$ cat src/rtl/rr_decoder_arbiter.sv
// Round-robin arbiter for 8 requesters with a registered one-hot grant, its binary index,
// and IDLE/BUSY ownership sequencing (release on done, request drop or hold timeout).
module rr_decoder_arbiter #(
    parameter int unsigned MAX_HOLD = 16
) (
    input  logic       clk,
    input  logic       rst,
    input  logic [7:0] req,
    input  logic       done,
    output logic [7:0] grant,
    output logic [2:0] grant_idx,
    output logic       grant_valid,
    output logic       timeout
);

    typedef enum logic {
        IDLE = 1'b0,
        BUSY = 1'b1
    } state_t;

    localparam bit         HOLD_EN   = (MAX_HOLD != 0);
    localparam logic [7:0] HOLD_LAST = (MAX_HOLD == 0) ? 8'd0 : 8'(MAX_HOLD - 1);

    state_t     state_q, state_d;
    logic [7:0] grant_q, grant_d;
    logic [2:0] idx_q, idx_d;
    logic [2:0] ptr_q, ptr_d;
    logic [7:0] hold_q, hold_d;
    logic       timeout_q, timeout_d;

    logic       win_valid;
    logic [2:0] win_idx;
    logic [2:0] cand;
    logic       drop;
    logic       forced;

    // Rotating priority search: first set request at or above ptr, wrapping 7 -> 0.
    always_comb begin
        win_valid = 1'b0;
        win_idx   = '0;
        cand      = '0;
        for (int unsigned i = 0; i < 8; i++) begin
            cand = ptr_q + 3'(i);
            if (!win_valid && req[cand]) begin
                win_valid = 1'b1;
                win_idx   = cand;
            end
        end
    end

    assign drop   = ~req[idx_q];
    assign forced = HOLD_EN && (hold_q == HOLD_LAST);

    always_comb begin
        state_d   = state_q;
        grant_d   = grant_q;
        idx_d     = idx_q;
        ptr_d     = ptr_q;
        hold_d    = hold_q;
        timeout_d = 1'b0;
        unique case (state_q)
            IDLE: begin
                grant_d = '0;
                if (win_valid) begin
                    state_d = BUSY;
                    grant_d = 8'd1 << win_idx;
                    idx_d   = win_idx;
                    hold_d  = '0;
                end
            end
            BUSY: begin
                if (done || drop || forced) begin
                    state_d   = IDLE;
                    grant_d   = '0;
                    ptr_d     = idx_q + 3'd1;
                    // done and a request drop take precedence over the forced release
                    timeout_d = forced && !done && !drop;
                end else begin
                    hold_d = hold_q + 8'd1;
                end
            end
            default: begin
                state_d = IDLE;
                grant_d = '0;
            end
        endcase
    end

    always_ff @(posedge clk or posedge rst) begin
        if (rst) begin
            state_q   <= IDLE;
            grant_q   <= '0;
            idx_q     <= '0;
            ptr_q     <= '0;
            hold_q    <= '0;
            timeout_q <= 1'b0;
        end else begin
            state_q   <= state_d;
            grant_q   <= grant_d;
            idx_q     <= idx_d;
            ptr_q     <= ptr_d;
            hold_q    <= hold_d;
            timeout_q <= timeout_d;
        end
    end

    assign grant       = grant_q;
    assign grant_idx   = idx_q;
    assign grant_valid = (state_q == BUSY);
    assign timeout     = timeout_q;

endmodule

$ cat config.mk
export PLATFORM = sky130hd
export DESIGN_NAME = rr_decoder_arbiter
export DESIGN_NICKNAME = d
export VERILOG_FILES = /design/src/rtl/rr_decoder_arbiter.sv
export SDC_FILE = /design/constraint.sdc
export NUM_CORES = 1
export LEC_CHECK = 0
export ABC_AREA = 1
export BUFFER_PORTS_ARGS = -buffer_cell sky130_fd_sc_hd__buf_2
export CAP_MARGIN = 10
export CORE_ASPECT_RATIO = 1.1
export CORE_MARGIN = 2
export CORE_UTILIZATION = 54
export DETAILED_ROUTE_END_ITERATION = 7
export PLACE_DENSITY = 0.75
export REMOVE_ABC_BUFFERS = 1
export SYNTH_ARGS = -nofsm -noshare
export SYNTH_HDL_FRONTEND = slang
export SYNTH_SLANG_ARGS = --single-unit
$ cat constraint.sdc
create_clock -name clk -period 4.8 [get_ports clk]
set_input_delay 1.44 -clock clk [delete_from_list [all_inputs] [get_ports clk]]
set_output_delay 1.44 -clock clk [all_outputs]
set_load 0.02 [all_outputs]
==> impl_metrics.env <==
export IMPL_crit_slowest_cell="nor2_2"
export IMPL_clk_pin_slew_ns=0.09
export IMPL_layout_min_cycle_time_ns=2.87
export IMPL_totalWireLength_mm=4.39
export IMPL_drcViolationCount=0
export IMPL_root_buffer="clkbuf_8"
export IMPL_synthToLayoutAreaGrowth_pct=10.5
export IMPL_critPathTopFamily="simple AND/OR/NAND/NOR gates"
export IMPL_fin_skew_ns=0.0115
export IMPL_critPathBufInv=2
export IMPL_hold_class="reg2reg"
export IMPL_cts_sinks=24
export IMPL_cts_hold_buf=0
export IMPL_grt_usage=0.222
export IMPL_layout_setup_ws_ns=1.93
export IMPL_first_pass_iters=4
export IMPL_grt_ovfl_total=0
export IMPL_cts_tree="yes"
export IMPL_min_path_cells=2
export IMPL_hpwl_mm=3.48
export IMPL_finalSetupTns_ns=0
export IMPL_syn_area_per_cell_um2=7.34
export IMPL_drv_cap=0
export IMPL_rsz0062_at_grt="false"
export IMPL_ctsResizeCount=0
export IMPL_endpoint_kind="flip-flop"
export IMPL_cts_setup_buffers=0
export IMPL_cp_arrival_ns=3.04
export IMPL_nets=314
export IMPL_postRouteAntennaNets=0
export IMPL_timing_fmax_ghz=0.348
export IMPL_syn_area_um2=2020
export IMPL_avgRoutedWirePerCell_um=12.6
export IMPL_path_depth=12
export IMPL_ios=24
export IMPL_synthTopCellsByArea="dfrtp_1 30%, nand2_1 14%, nand3_1 8.7%, nand3_2 6.0%, nor2_1 4.1%"
export IMPL_antenna_cells=0
export IMPL_vias=1847
export IMPL_yosysWarnings=0
export IMPL_grt_pass1_vias=1731
export IMPL_worstRegToRegCells=13
export IMPL_place_congestion=0.909
export IMPL_drive_gt1_frac=0.258
export IMPL_drv_slew=0
export IMPL_grt_max_degree=25
export IMPL_slew_limit_headroom=0.407
export IMPL_place_ws_ns=1.63
export IMPL_path_cells="buf_2 -> nor2_1 -> nor2_1 -> o21ai_0 -> o21ai_0 -> nand2_1 -> a21oi_1 -> nand2_1 -> nor2_2 -> inv_2 -> o21ai_0 -> nor2_1"
export IMPL_antenna_found_initial=0
export IMPL_setup_viol=0
export IMPL_die_area_um2=4240
export IMPL_tightest_slew_ns=0.888
export IMPL_worst_ep_required_time_ns=4.97
export IMPL_yosysUniqueCellTypes=32
export IMPL_worst_setup_path_start_kind="input pin"
export IMPL_hold_violations=0
export IMPL_synth_top_area_share=0.298
export IMPL_cpPeakStageDelay_ns=0.36
export IMPL_clock_path_buffers=2
export IMPL_cts_made_buffers=3
export IMPL_grt_pass1_wl_mm=7.56
export IMPL_port_buffers=23
export IMPL_htree_levels=1
export IMPL_critPathMaxFanout=10
export IMPL_syn_instance_count=275
export IMPL_start_util=0.557
export IMPL_die_height_um=68.1
export IMPL_core_um2=3630
export IMPL_ys_ff_latch=24
export IMPL_yosysTopAreaCell="dfrtp_1"
export IMPL_rows=23
export IMPL_status="completed"
export IMPL_clkLatencyLatePin_ns=0.27
export IMPL_crit_type="in2reg"
export IMPL_drt_iter0_markers=111
export IMPL_via_per_inst=5.31
export IMPL_die_x_um=62.3
export IMPL_fin_crit_sh=0.599
export IMPL_seq_area_frac_synth=0.298
==> tightest hold or removal path, cell delays in order (launching register included) <==
cell	delay [ns]
dfrtp_1	0.35
nand2_1	0.05
nand2_1	0.06
==> cell families (layout without fill, tap and decap cells) <==
logic type	count (synthesis)	in the layout	share of synthesized area
buffers and inverters	33	56	0.0750
AO/OA/AOI/OAI	27	27	0.0701
flip-flops	24	24	0.298
AND/OR/NAND/NOR	178	178	0.486
XOR/XNOR	9	9	0.0465
adder cells (fa/ha/maj)	4	4	0.0248
==> registers in the layout, summed over array words and instances (netlist names) <==
register / cells
grant: 8
grant_idx: 3
grant_valid: 1
hold_q: 8
ptr_q: 3
timeout: 1
==> routing by layer <==
layer  GRT usage  up-vias  wire (um)
li1            -      950          -
met1       0.265      869       1960
met2       0.431       24       2310
met3      0.0230        4         78
met4      0.0611        0         38
met5           0        -          0
==> layout by cell type, fill, tap and decap left out <==
master,count
ha_1,4
xor2_1,6
nand3_1,35
nand4_2,1
o22ai_1,1
xor2_2,1
buf_2,23
nand3b_4,1
xnor2_2,1
nor4_1,1
nand2_2,8
nand2_4,7
bufinv_16,1
nand2_1,75
nor2_8,1
inv_4,2
nor2_4,2
nand3_2,12
o21bai_1,2
a21oi_1,5
nor2_2,3
o21ai_0,13
inv_2,9
nand4_1,7
inv_1,18
dfrtp_1,24
nand4_4,1
o21ai_1,6
clkbuf_8,3
nor2_1,22
nand3b_1,1
nand2_8,1
xnor2_1,1
==> area by class of cell <==
type	count	area [um2]
clock buffers	3	41.3
clock inverters	1	30.0
fillers	371	1400
inverters	29	114
multi-input cells	218	1270
flip-flops and latches	24	601
well taps	50	62.6
repair buffers	23	115
==> worst paths after layout <==
path,end,slack [ns],start
max in group asynchronous,grant_idx[1],2.90,rst
min in group asynchronous,grant[6],1.34,rst
max reg2reg,grant[0],1.98,ptr_q[1]
max,hold_q[3],1.93,req[4]
min reg2reg,grant[1],0.48,grant[1]
min,grant[1],0.48,grant[1]
==> per-stage QoR <==
step                      hold WS, ns  cells   util  instance area (um2)
after floorplan                 0.506    271      -                 1980
after global placement          0.462    344  0.595                 2160
after detailed placement        0.468    344  0.595                 2160
after CTS                       0.490    348  0.615                 2230
after global routing            0.521    348  0.615                 2230
final                           0.482    348  0.615                 2230
==> synthesized netlist by cell type, drive strengths merged <==
cell / number
nor2: 28
inv: 29
dfrtp: 24
buf: 4
nand2: 91
nand3b: 2
nand4: 9
nor4: 1
nand3: 47
a21oi: 5
xnor2: 2
o22ai: 1
o21bai: 2
ha: 4
o21ai: 19
xor2: 7
Power is not shown: default switching activity piles up to over one toggle a cycle in this logic, so the estimate is an artifact.
